`src/rtl/vga_pkg.sv`:
```
// Shared VGA constants, colour type and palette for the pixel-generation stage.
package vga_pkg;

   localparam int unsigned H_RES = 640;
   localparam int unsigned V_RES = 480;

   typedef struct packed {
      logic [9:0] r;
      logic [9:0] g;
      logic [9:0] b;
   } cor_t;

   // Entry 0 is the rightmost element: white, red, green, yellow.
   localparam cor_t [3:0] PALETA = {
      cor_t'{r: 10'h3FF, g: 10'h3FF, b: 10'h000},
      cor_t'{r: 10'h000, g: 10'h3FF, b: 10'h000},
      cor_t'{r: 10'h3FF, g: 10'h000, b: 10'h000},
      cor_t'{r: 10'h3FF, g: 10'h3FF, b: 10'h3FF}
   };

   localparam cor_t FUNDO = cor_t'{r: 10'h040, g: 10'h0C0, b: 10'h1C0};

endpackage

```
`src/rtl/quadrado_animado_if.sv`:
```
// Timing-generator inputs and RGB/sync outputs of the animated-square stage.
interface quadrado_animado_if;

   logic       enable;
   logic [9:0] sx;
   logic [9:0] sy;
   logic       hsync_in;
   logic       vsync_in;
   logic       de_in;
   logic [9:0] vga_r;
   logic [9:0] vga_g;
   logic [9:0] vga_b;
   logic       hsync_out;
   logic       vsync_out;
   logic       de_out;
   logic [7:0] batidas;

   modport master (
      output enable, sx, sy, hsync_in, vsync_in, de_in,
      input  vga_r, vga_g, vga_b, hsync_out, vsync_out, de_out, batidas
   );

   modport slave (
      input  enable, sx, sy, hsync_in, vsync_in, de_in,
      output vga_r, vga_g, vga_b, hsync_out, vsync_out, de_out, batidas
   );

endinterface

```
`src/rtl/eixo_quique.sv`:
```
// One axis of the bouncing square: position and direction, stepped once per frame tick.
module eixo_quique #(
   parameter int unsigned LIMITE      = 600,
   parameter int unsigned VEL         = 2,
   parameter int unsigned POS_INICIAL = 300
) (
   input  logic       clock,
   input  logic       reset_n,
   input  logic       passo,
   output logic [9:0] pos,
   output logic       bateu
);

   localparam logic [10:0] Limite  = 11'(LIMITE);
   localparam logic [10:0] Vel     = 11'(VEL);
   localparam logic [10:0] PosIni  = 11'(POS_INICIAL);

   logic [10:0] pos_q, pos_d;
   logic        dir_q, dir_d;

   // 11-bit arithmetic so pos + VEL cannot wrap before the edge compare.
   always_comb begin
      pos_d = pos_q;
      dir_d = dir_q;
      bateu = 1'b0;
      if (passo) begin
         if (dir_q) begin
            if (pos_q + Vel >= Limite) begin
               pos_d = Limite;
               dir_d = 1'b0;
               bateu = 1'b1;
            end else begin
               pos_d = pos_q + Vel;
            end
         end else begin
            if (pos_q <= Vel) begin
               pos_d = '0;
               dir_d = 1'b1;
               bateu = 1'b1;
            end else begin
               pos_d = pos_q - Vel;
            end
         end
      end
   end

   always_ff @(posedge clock) begin
      if (!reset_n) begin
         pos_q <= PosIni;
         dir_q <= 1'b1;
      end else begin
         pos_q <= pos_d;
         dir_q <= dir_d;
      end
   end

   assign pos = pos_q[9:0];

endmodule

```
`src/rtl/quadrado_animado.sv`:
```
// Draws a bouncing square over a fixed background; RGB and sync leave one cycle after input.
module quadrado_animado #(
   parameter int unsigned H_RES = vga_pkg::H_RES,
   parameter int unsigned V_RES = vga_pkg::V_RES,
   parameter int unsigned LADO  = 40,
   parameter int unsigned VEL_X = 2,
   parameter int unsigned VEL_Y = 1
) (
   input logic               clock,
   input logic               reset_n,
   quadrado_animado_if.slave bus
);

   localparam int unsigned LimX = H_RES - LADO;
   localparam int unsigned LimY = V_RES - LADO;

   logic        fim_quadro, passo, dentro;
   logic        bateu_x, bateu_y;
   logic [9:0]  pos_x, pos_y;
   logic [10:0] sx_ext, sy_ext, px_ext, py_ext;

   logic [1:0]        cor_idx_q, cor_idx_d;
   logic [7:0]        batidas_q, batidas_d;
   vga_pkg::cor_t     rgb_q, rgb_d;
   logic              hsync_q, vsync_q, de_q;

   assign fim_quadro = (bus.sx == 10'd0) && (bus.sy == 10'(V_RES));
   assign passo      = fim_quadro & bus.enable;

   eixo_quique #(
      .LIMITE      (LimX),
      .VEL         (VEL_X),
      .POS_INICIAL (LimX / 2)
   ) u_eixo_x (
      .clock   (clock),
      .reset_n (reset_n),
      .passo   (passo),
      .pos     (pos_x),
      .bateu   (bateu_x)
   );

   eixo_quique #(
      .LIMITE      (LimY),
      .VEL         (VEL_Y),
      .POS_INICIAL (LimY / 2)
   ) u_eixo_y (
      .clock   (clock),
      .reset_n (reset_n),
      .passo   (passo),
      .pos     (pos_y),
      .bateu   (bateu_y)
   );

   assign sx_ext = {1'b0, bus.sx};
   assign sy_ext = {1'b0, bus.sy};
   assign px_ext = {1'b0, pos_x};
   assign py_ext = {1'b0, pos_y};

   // Uses the pre-update position, so a tick never changes the pixel it lands on.
   assign dentro = (sx_ext >= px_ext) && (sx_ext < px_ext + 11'(LADO)) &&
                   (sy_ext >= py_ext) && (sy_ext < py_ext + 11'(LADO));

   always_comb begin
      cor_idx_d = cor_idx_q;
      batidas_d = batidas_q;
      if (bateu_x || bateu_y) begin
         cor_idx_d = cor_idx_q + 2'd1;
         batidas_d = batidas_q + 8'd1;
      end
      if (!bus.de_in) begin
         rgb_d = '0;
      end else if (dentro) begin
         rgb_d = vga_pkg::PALETA[cor_idx_q];
      end else begin
         rgb_d = vga_pkg::FUNDO;
      end
   end

   always_ff @(posedge clock) begin
      if (!reset_n) begin
         cor_idx_q <= '0;
         batidas_q <= '0;
         rgb_q     <= '0;
         hsync_q   <= 1'b1;
         vsync_q   <= 1'b1;
         de_q      <= 1'b0;
      end else begin
         cor_idx_q <= cor_idx_d;
         batidas_q <= batidas_d;
         rgb_q     <= rgb_d;
         hsync_q   <= bus.hsync_in;
         vsync_q   <= bus.vsync_in;
         de_q      <= bus.de_in;
      end
   end

   assign bus.vga_r     = rgb_q.r;
   assign bus.vga_g     = rgb_q.g;
   assign bus.vga_b     = rgb_q.b;
   assign bus.hsync_out = hsync_q;
   assign bus.vsync_out = vsync_q;
   assign bus.de_out    = de_q;
   assign bus.batidas   = batidas_q;

endmodule
```
`src/flat_wrapper.sv`:
```
// flat-port wrapper written by rule: the top's interface ports become plain ports
module quadrado_animado_flat 
#(
   parameter int unsigned H_RES = vga_pkg::H_RES,
   parameter int unsigned V_RES = vga_pkg::V_RES,
   parameter int unsigned LADO  = 40,
   parameter int unsigned VEL_X = 2,
   parameter int unsigned VEL_Y = 1
)
  (clock, reset_n, bus_enable, bus_sx, bus_sy, bus_hsync_in, bus_vsync_in, bus_de_in, bus_vga_r, bus_vga_g, bus_vga_b, bus_hsync_out, bus_vsync_out, bus_de_out, bus_batidas);
  quadrado_animado_if bus_i ();
  input logic clock;
  input logic reset_n;
  input wire logic [$bits(bus_i.enable)-1:0] bus_enable;
  input wire logic [$bits(bus_i.sx)-1:0] bus_sx;
  input wire logic [$bits(bus_i.sy)-1:0] bus_sy;
  input wire logic [$bits(bus_i.hsync_in)-1:0] bus_hsync_in;
  input wire logic [$bits(bus_i.vsync_in)-1:0] bus_vsync_in;
  input wire logic [$bits(bus_i.de_in)-1:0] bus_de_in;
  output wire logic [$bits(bus_i.vga_r)-1:0] bus_vga_r;
  output wire logic [$bits(bus_i.vga_g)-1:0] bus_vga_g;
  output wire logic [$bits(bus_i.vga_b)-1:0] bus_vga_b;
  output wire logic [$bits(bus_i.hsync_out)-1:0] bus_hsync_out;
  output wire logic [$bits(bus_i.vsync_out)-1:0] bus_vsync_out;
  output wire logic [$bits(bus_i.de_out)-1:0] bus_de_out;
  output wire logic [$bits(bus_i.batidas)-1:0] bus_batidas;
  assign bus_i.enable = bus_enable;
  assign bus_i.sx = bus_sx;
  assign bus_i.sy = bus_sy;
  assign bus_i.hsync_in = bus_hsync_in;
  assign bus_i.vsync_in = bus_vsync_in;
  assign bus_i.de_in = bus_de_in;
  assign bus_vga_r = bus_i.vga_r;
  assign bus_vga_g = bus_i.vga_g;
  assign bus_vga_b = bus_i.vga_b;
  assign bus_hsync_out = bus_i.hsync_out;
  assign bus_vsync_out = bus_i.vsync_out;
  assign bus_de_out = bus_i.de_out;
  assign bus_batidas = bus_i.batidas;
  quadrado_animado #(.H_RES(H_RES), .V_RES(V_RES), .LADO(LADO), .VEL_X(VEL_X), .VEL_Y(VEL_Y)) u_core (.clock(clock), .reset_n(reset_n), .bus(bus_i));
endmodule
```
`config.mk`:
```
export PLATFORM = sky130hd
export DESIGN_NAME = quadrado_animado_flat
export DESIGN_NICKNAME = d
export VERILOG_FILES = /design/src/rtl/vga_pkg.sv /design/src/rtl/quadrado_animado_if.sv /design/src/rtl/eixo_quique.sv /design/src/rtl/quadrado_animado.sv /design/src/flat_wrapper.sv
export SDC_FILE = /design/constraint.sdc
export NUM_CORES = 1
export LEC_CHECK = 0
export CAP_MARGIN = 20
export CORE_MARGIN = 3
export CORE_UTILIZATION = 55
export DETAILED_ROUTE_END_ITERATION = 6
export PLACE_DENSITY = 0.89
export SLEW_MARGIN = 10
export SYNTH_ARGS = -nofsm -noshare
export SYNTH_HDL_FRONTEND = slang
export SYNTH_SLANG_ARGS = --single-unit
```
`constraint.sdc`:
```
create_clock -name clock -period 6.1 [get_ports clock]
set_input_delay 1.22 -clock clock [delete_from_list [all_inputs] [get_ports clock]]
set_output_delay 1.22 -clock clock [all_outputs]
set_load 0.05 [all_outputs]
```
# Word level (Yosys, flattened, before mapping)

Index checks and enable logic that the tools add are counted.

Bits in registers: 67
Bits in latches: 0
Memory bits (writable): 0
Memory bits (read-only): 0
Input bits: 26
Output and inout port bits: 41
Word-level logic and storage cells: 63
Memories kept: 0

Add/subtract/negate cells: 8
Multiply operators: 0
Divide/modulo/power cells: 0
$lt $le $gt $ge: 9
Equal/unequal tests: 1
Shift operators: 0
Muxes and demuxes: 21
Bitwise logic cells: 1
Reduce and logical (&&, ||, !) cells: 8

Operators with widths:

| operator              | count |
|---|---|
| $mux 11               | 6 |
| $bmux 30 s2           | 1 |
| $mux 30               | 1 |
| $mux 27               | 1 |
| $add 10x6->11 const B | 2 |
| $lt 10x11->1          | 2 |
| $ge 10x10->1          | 2 |
| $mux 1                | 12 |
| $add 11x1->11 const B | 1 |
| $add 11x2->11 const B | 1 |
| $ge 11x10->1 const B  | 1 |
| $ge 11x9->1 const B   | 1 |
| $le 11x1->1 const B   | 1 |
| $le 11x2->1 const B   | 1 |
| $sub 11x1->11 const B | 1 |
| $sub 11x2->11 const B | 1 |
| $eq 10x9->1 const B   | 1 |
| $logic_not 10->1      | 1 |
| $add 8x1->8 const B   | 1 |
| $logic_and 1x1->1     | 4 |
| $lt 2x3->1 const B    | 1 |
| $reduce_and 3->1      | 1 |
| $add 2x1->2 const B   | 1 |
| $reduce_and 2->1      | 1 |
| 2 further kinds       | 2 |

# Logic depth before layout (Yosys ltp)

Gate-level depths: netlist of the first run.

Depth after elaboration: 6
Mapped depth: 12
Mapped depth without buffers: 11

# By module

A second synthesis of the first run with hierarchy kept.

Cells, all modules: 550
Area, all modules: 4,244.1 um^2

Modules (own cells, without submodules):

| module                        | instances | cells an instance | area each (um^2) | sequential area each (um^2) |
|---|---|---|---|---|
| quadrado_animado              | 1         | 235               | 1,949.4          | 380.4 |
| eixo_quique (u_core.u_eixo_y) | 1         | 156               | 1,154.9          | 240.2 |
| eixo_quique (u_core.u_eixo_x) | 1         | 159               | 1,139.8          | 220.2 |

# Worst setup path before layout of the first run

Ideal clock, no wire load.

Path type: input-to-reg
Start: input bus_sy[7]
End: register u_core.rgb_q, in the netlist u_core.bus.vga_b[7]
Setup time: 0.115 ns
Data arrival time: 2.976 ns
Required time: 5.985 ns
Setup slack: 3.009 ns
Stages: 8
Buffers on the path: 0
Path through: ha_1 > a21o_1 > a211o_1 > a31oi_1 > a211o_1 > a21oi_1 > or4_1 > o21a_1

Cells in the longest elaborated chain, start to end: 4
Elaborated cells on any way between the ends: 5

Ends and longest elaborated chain:

| element               | RTL line               | source |
|---|---|---|
| from (decl)           | flat_wrapper.sv:16     | `input wire logic [$bits(bus_i.sy)-1:0] bus_sy;` |
| $ge 10x10->1          | quadrado_animado.sv:61 | `(sy_ext >= py_ext) && (sy_ext < py_ext + 11'(LADO));` |
| $logic_and 1x1->1     | quadrado_animado.sv:60 | `assign dentro = (sx_ext >= px_ext) && (sx_ext < px_ext + 11'(LADO)) &&` |
| $logic_and 1x1->1 (*) | quadrado_animado.sv:61 |  |
| $mux 27 (*)           | quadrado_animado.sv:72 | `end else if (dentro) begin` |
| to (signal assigned)  | quadrado_animado.sv:90 | `rgb_q <= rgb_d;` |
| to (decl)             | quadrado_animado.sv:24 | `vga_pkg::cor_t rgb_q, rgb_d;` |

Every way passes the cells marked *; elsewhere a longest branch is shown, timed or not.
A chain may end at the register's enable or synchronous reset.

# Final worst setup path of the first run

Start: input bus_sx[1]
End: register u_core.u_eixo_y.pos_q[7]

Cells in the longest elaborated chain, start to end: 3

Ends and longest elaborated chain:

| element              | RTL line               | source |
|---|---|---|
| from (decl)          | flat_wrapper.sv:15     | `input wire logic [$bits(bus_i.sx)-1:0] bus_sx;` |
| $logic_not 10->1     | quadrado_animado.sv:27 | `assign fim_quadro = (bus.sx == 10'd0) && (bus.sy == 10'(V_RES));` |
| $logic_and 1x1->1    | quadrado_animado.sv:27 |  |
| $and 1x1->1          | quadrado_animado.sv:28 | `assign passo = fim_quadro & bus.enable;` |
| to (signal assigned) | eixo_quique.sv:49      | `pos_q <= PosIni;` |
| to (signal assigned) | eixo_quique.sv:52      | `pos_q <= pos_d;` |
| to (decl)            | eixo_quique.sv:18      | `logic [10:0] pos_q, pos_d;` |

Every way passes these cells.

==> summary.txt, run 1 <==
Height of the die -> 92.16 um
CP Buf/Inv Count -> 1
Max-slew violation count -> 0
Number of synthesized register bits -> 42
Tcrit/Tclk final -> 56.61%
WHS Path Cells -> 2
Post-Synthesis Cells -> 504
CP endpoint kind -> flop
Min Tclk post-route -> 3.453 ns
Placer Congestion -> 0.9912
FF-to-FF path depth -> 11
Max FO, Critical Path -> 15
Hold endpoint -> u_core.bus.batidas[6]$_SDFFE_PN0P_
Fmax -> 289.6 MHz
Critical R2R Launch -> u_core.u_eixo_y.pos_q[3]$_SDFFE_PN1P_
Commonest cells in the netlist -> 47 x ha_1, 42 x dfxtp_1, 32 x nor2_1
Fin Setup TNS -> 0 ns
Critical Setup Path Class -> in -> reg
Grt ovf -> 0
Critical path, cell by cell -> clkdlybuf4s50_1 -> nor4_1 -> nand2_1 -> or3_1 -> a21oi_1 -> o21ai_0 -> a221o_1
Starting Density -> 58.48%
ANT cells -> 0
Max Cap Viol -> 0
Most common cell in the netlist -> ha_1
Synth area leaders -> dfxtp_1 21%, ha_1 14%, buf_4 5.0%
Syn Area/Cell -> 8.101 um^2
Slowest stage delay, CP -> 0.66 ns
Vias in the first global route -> 3753
Largest net degree at the start of global routing -> 29
CTS Buffer Depth -> 2
Global-route wire length before repair -> 17700 um
Layout fillers -> 607
Power per cell area -> 127.0 nW/um^2
GR Util All Layers -> 24.94%
Max VDD drop -> 0.1254 mV
Syn Std Cell Area -> 4083 um^2
Post-CTS Resized -> 0
Root Driver -> clkbuf_8
Crit path DAT -> 3.66 ns
Worst-Skew Late Latency -> 0.31 ns
Unrepaired setup endpoints after global routing -> no
Outcome -> finished clean
NumNets Final -> 598
Final Util -> 66.40%
Die area -> 8493 um^2
Die X -> 92.16 um
Leak -> 1.768 nW
Row cnt -> 30
Top-area cell type share of the netlist area -> 20.59%
Via-to-Cell Ratio -> 6.249
Post-DP HPWL -> 7936 um
TritonCTS clock tree -> done
Sink Count -> 42
Post-Syn Nets -> 577
Residual DRC -> 0
Worst reg2reg path endpoint -> u_core.bus.vga_b[7]$_SDFF_PN0_
Layout cells sized above 1 -> 6.464%
CP Launch Type -> primary input
DR pass1 iterations -> 4
Worst hold path class -> reg -> reg
Post-synth EDFFs -> 0
Top delay family on crit path -> simple AND/OR/NAND/NOR gates
DR vias -> 3887
Slew @ Worst Pin -> 0.8765 ns
Worst-path clk slew -> 0.09 ns
Post-route ant nets -> 0
Ports -> 67
I/O Buffers -> 66
Setup-failing EPs final -> 0
Routed WL -> 10580 um
Synthesis Warnings -> 0
Yosys cell types -> 80
Slowest cell on the critical path -> or3_1
Area grow syn2layout -> 13.55%
Hold_sp -> u_core.bus.batidas[6]$_SDFFE_PN0P_
Multi-input logic area -> 2770 um^2
Sequential cell area -> 840.8 um^2
TritonCTS buffer count -> 5
Ys flop type -> dfxtp_1
Initial antenna violation count -> 0
Initial DRC Count -> 257
Cell taking the most area after synthesis -> dfxtp_1
Slew headroom -> 41.38%
Post-synth ARST share -> 0%
Core Area -> 6982 um^2
Max Clock Skew -> 0.01306 ns
CP required -> 6.31 ns
H-tree level count -> 2
Setup Fix Bufs, Post-CTS -> 0
Sequential share of the synthesized area -> 20.59%
Final hold violations -> 0
Reg2reg setup slack -> 2.80 ns
Cts hold-fix bufs -> 0
DR WL/cell -> 17.01 um
[worst max-delay path by stage]
| stage | start | endpoint | slack, ns | cells past startpoint |
|---|---|---|---|---|
| final | bus_sx[1] | u_core.u_eixo_y.pos_q[7]$_SDFFE_PN1P_ | 2.65 | 7 |
| after global routing | bus_sx[1] | u_core.bus.vga_b[5]$_SDFF_PN0_ | 2.55 | 10 |
| after CTS | bus_sy[7] | u_core.bus.vga_b[7]$_SDFF_PN0_ | 2.69 | 9 |
| after detailed placement | bus_sy[7] | u_core.bus.vga_b[7]$_SDFF_PN0_ | 2.36 | 9 |
| after global placement | bus_sy[7] | u_core.bus.vga_b[7]$_SDFF_PN0_ | 2.40 | 9 |
| after floorplan | bus_sy[7] | u_core.bus.vga_b[7]$_SDFF_PN0_ | 3.01 | 8 |
[cell usage in the layout (no fill, tap or decap), types with 3 or more instances in the layout]
cell type / count
nand2b_1: 5
a221oi_1: 5
ha_1: 47
a21o_1: 4
inv_1: 31
or3_1: 5
dfxtp_1: 42
a31oi_1: 8
nand4b_1: 3
o21ai_0: 26
clkbuf_8: 5
xnor2_1: 21
xor2_1: 3
and3_1: 9
nor3_1: 18
a21oi_1: 31
or4_1: 3
nand4_1: 10
o211ai_1: 6
o221ai_1: 3
a211o_1: 5
a211oi_1: 5
nor4_1: 4
nand2_1: 28
o311ai_0: 4
nor2_1: 32
nor2b_1: 5
clkdlybuf4s50_1: 66
mux2i_1: 3
o21a_1: 8
nand3_1: 18
[tightest hold or removal path: cells and delay by family, from the launching register on]
family | cells | cell delay [ns]
flip-flops | 1 | 0.33
AND/OR/NAND/NOR | 1 | 0.06
multiplexers | 1 | 0.06
[layer usage]
layer	share of wire, %	global-route usage (%)	wire [um]
met5	0	0	0
met3	5.4	4.758	570
met4	1.9	6.807	200
met2	51	44.22	5445
met1	41	30.64	4364
[cell type report]
| type | count | area share (%) |
|---|---|---|
| Timing Repair Buffer | 67 | 14.41 |
| Multi-Input combinational cell | 375 | 59.76 |
| Clock inverter | 3 | 0.8637 |
| Tap cell | 96 | 2.591 |
| Clock buffer | 5 | 1.484 |
| Sequential cell | 42 | 18.14 |
| Inverter | 34 | 2.753 |
[metrics by stage]
| step | hold slack, ns | cell area, um^2 | cells | worst slack, ns | total power, mW |
|---|---|---|---|---|---|
| 4_1_cts | 0.5037 | 4636 | 622 | 2.692 | 0.5905 |
| 6_report | 0.4963 | 4636 | 622 | 2.647 | 0.5888 |
| 3_5_place_dp | 0.4928 | 4527 | 614 | 2.360 | 0.3725 |
| 5_1_grt | 0.5339 | 4636 | 622 | 2.555 | 0.6126 |
| 2_1_floorplan | 0.4871 | 4083 | 504 | 3.009 | 0.3370 |
| 3_3_place_gp | 0.4672 | 4527 | 614 | 2.404 | 0.3695 |
[cells by family (layout without fill, tap and decap cells)]
| family | after synthesis | in the layout | synth area share [%] |
|---|---|---|---|
| and+or+nand+nor | 158 | 158 | 21.79 |
| AOI/OAI and AO/OA | 143 | 143 | 25.77 |
| buffers and inverters | 87 | 109 | 11.55 |
| adders and majority gates | 47 | 47 | 14.40 |
| DFF | 42 | 42 | 20.59 |
| xor gates and xnor gates | 24 | 24 | 5.149 |
| muxes | 3 | 3 | 0.7355 |
[sequential cells by signal (all words and copies together), names as in the netlist]
name and count:
u_core.bus.batidas 8, u_core.bus.de_out 1, u_core.bus.hsync_out 1, u_core.bus.vga_b 2
u_core.bus.vga_g 2, u_core.bus.vga_r 2, u_core.bus.vsync_out 1, u_core.cor_idx_q 2
u_core.u_eixo_x.dir_q 1, u_core.u_eixo_x.pos_q 10, u_core.u_eixo_y.dir_q 1, u_core.u_eixo_y.pos_q 11
[power breakdown]
group | leakage (nW) | switching [mW] | internal [mW]
Clock | 0.0579 | 0.102 | 0.121
Combinational | 1.37 | 0.0500 | 0.0385
Sequential | 0.340 | 0.00151 | 0.276
Power figures use the tool's default switching activity.
==> inputs of run 2 (changes only) <==
--- a/config.mk
+++ b/config.mk
@@ -7,9 +7,9 @@
 export LEC_CHECK = 0
 export CAP_MARGIN = 20
 export CORE_MARGIN = 3
-export CORE_UTILIZATION = 55
+export CORE_UTILIZATION = 50
 export DETAILED_ROUTE_END_ITERATION = 6
-export PLACE_DENSITY = 0.89
+export PLACE_DENSITY = 0.86
 export SLEW_MARGIN = 10
 export SYNTH_ARGS = -nofsm -noshare
 export SYNTH_HDL_FRONTEND = slang
==> constraint.sdc (replaced) <==
create_clock -name clock -period 3.1 [get_ports clock]
set_input_delay 0.62 -clock clock [delete_from_list [all_inputs] [get_ports clock]]
set_output_delay 0.62 -clock clock [all_outputs]
set_load 0.05 [all_outputs]
==> run 2 against run 1 <==
Compared with the run above:
- design area increased by 4.3%
- first-iteration DRC count down 12%
- clock-buffer cell count grew 2
- die area rose by 9.3%
- sequential cell count is the same
- critical endpoint is now u_core.bus.vga_b[7]$_SDFF_PN0_
- largest cell class unchanged
==> summary.txt, run 2 (same netlist as run 1, synthesis figures left out) <==
Outcome -> finished clean
Most frequent cells in the layout -> 66 x clkdlybuf4s50_1, 47 x ha_1, 42 x dfxtp_1
Fin Setup TNS -> 0 ns
DR WL/cell -> 16.21 um
Setup-failing EPs final -> 0
DR vias -> 3951
Leak -> 1.887 nW
Max FFs per register -> 11
Post-DP HPWL -> 8217 um
Post-route ant nets -> 0
Largest net degree at the start of global routing -> 29
Fin area -> 4833 um^2
Max-slew violation count -> 0
Area grow syn2layout -> 18.39%
Layout fillers -> 704
Slowest cell on the critical path -> or4_1
Height of the die -> 96.36 um
Routed WL -> 10600 um
CTS Buffer Depth -> 2
Placer Congestion -> 0.9409
Slew @ Worst Pin -> 0.7074 ns
Ports -> 67
Critical path, cell by cell -> ha_1 -> o21ai_1 -> xnor2_1 -> ha_1 -> a21o_1 -> a211o_1 -> a31oi_1 -> a211o_1 -> a21oi_1 -> or4_1 -> o21a_1
Hold_sp -> u_core.bus.batidas[6]$_SDFFE_PN0P_
Max Cap Viol -> 0
H-tree level count -> 2
Sequential cell area -> 840.8 um^2
Setup Fix Bufs, Post-CTS -> 0
Crit path DAT -> 3.11 ns
Critical R2R Launch -> u_core.u_eixo_y.pos_q[3]$_SDFFE_PN1P_
Multi-input logic area -> 2770 um^2
Post-Layout Cell Count -> 654
Worst-Skew Late Latency -> 0.30 ns
Most flops, register -> u_core.u_eixo_y.pos_q
DR pass1 iterations -> 5
Critical Setup Path Class -> reg -> reg
Max FO, Critical Path -> 4
Tcrit/Tclk final -> 94.38%
Critical path origin -> u_core.u_eixo_y.pos_q[3]$_SDFFE_PN1P_
Fmax -> 341.8 MHz
Max VDD drop -> 0.2199 mV
Unrepaired setup endpoints after global routing -> no
Die X -> 96.36 um
CP endpoint kind -> flop
Initial antenna violation count -> 0
Global-route wire length before repair -> 17380 um
Worst-path clk slew -> 0.09 ns
TritonCTS buffer count -> 5
Starting Density -> 52.29%
Vias in the first global route -> 3774
Max Clock Skew -> 0.01246 ns
Die area -> 9285 um^2
Sink Count -> 42
Placed cells -> 646
Worst hold path class -> reg -> reg
Grt ovf -> 0
Cts hold-fix bufs -> 0
Most common cell after layout, fill and taps aside -> clkdlybuf4s50_1
Power per cell area -> 226.5 nW/um^2
NumNets Final -> 624
Residual DRC -> 0
GR Util All Layers -> 23.25%
ANT cells -> 0
Root Driver -> clkbuf_8
CP required -> 3.28 ns
Cell Area, Placed -> 4742 um^2
Row cnt -> 32
Initial DRC Count -> 226
TritonCTS clock tree -> done
Slew headroom -> 52.48%
Final hold violations -> 0
Slowest stage delay, CP -> 0.62 ns
Min Tclk post-route -> 2.926 ns
CP Launch Type -> flop
Via-to-Cell Ratio -> 6.041
Core Area -> 7807 um^2
Layout cells sized above 1 -> 10.69%
I/O Buffers -> 66
run 2: path summary, 6_finish.rpt:
check | slack (ns) | to | cells after the start
setup / recovery | 0.17 | u_core.bus.vga_b[7]$_SDFF_PN0_ | 11
hold / removal | 0.49 | u_core.bus.batidas[6]$_SDFFE_PN0P_ | 2
setup reg to reg | 0.17 | u_core.bus.vga_b[7]$_SDFF_PN0_ | 11
hold reg to reg | 0.49 | u_core.bus.batidas[6]$_SDFFE_PN0P_ | 2
run 2: through the flow:
step / hold WS (ns) / power (mW) / utilization, % / worst slack [ns]
2_1_floorplan: 0.4871 / 0.6631 / - / 0.3424
3_3_place_gp: 0.4695 / 0.7323 / 60.74 / 0.03170
3_5_place_dp: 0.4768 / 0.7376 / 60.74 / -0.04280
4_1_cts: 0.4875 / 1.104 / 61.91 / 0.09850
5_1_grt: 0.5253 / 1.141 / 61.91 / 0.05580
6_report: 0.4881 / 1.095 / 61.91 / 0.1741
run 2: what timing repair did:
action | 4_1_cts | 5_1_grt
endpoints found under the hold margin | 0 | 0
endpoints found under the setup margin | 0 | 1
gates resized for setup | 0 | 1
run 2: report_power, final:
| part | internal, mW | leakage, nW | switching, mW |
|---|---|---|---|
| logic | 0.0799 | 1.50 | 0.0989 |
| clock network | 0.180 | 0.0482 | 0.189 |
| registers | 0.544 | 0.340 | 0.00296 |
| total | 0.804 | 1.89 | 0.291 |
run 2: layout make-up:
| class | count | share of cell area [%] |
|---|---|---|
| Clock inverter | 1 | 0.1035 |
| Multi-Input combinational cell | 375 | 57.31 |
| Clock buffer | 7 | 1.786 |
| Inverter | 34 | 2.640 |
| Sequential cell | 42 | 17.40 |
| Tap cell | 102 | 2.640 |
| Timing Repair Buffer | 93 | 18.12 |
run 2: worst max-delay path, delay by kind of cell (launching register included):
kind,cells,cell delay (ns)
compound gates,7,1.21
xor+xnor,1,0.14
fa+ha+maj,2,0.51
flops,1,0.32
simple gates,1,0.62
run 2: metal layers:
| metal | wire length, um | GRT usage (%) |
|---|---|---|
| met1 | 4477 | 28.77 |
| met2 | 5371 | 41.35 |
| met3 | 574 | 3.518 |
| met4 | 176 | 6.893 |
| met5 | 0 | 0 |
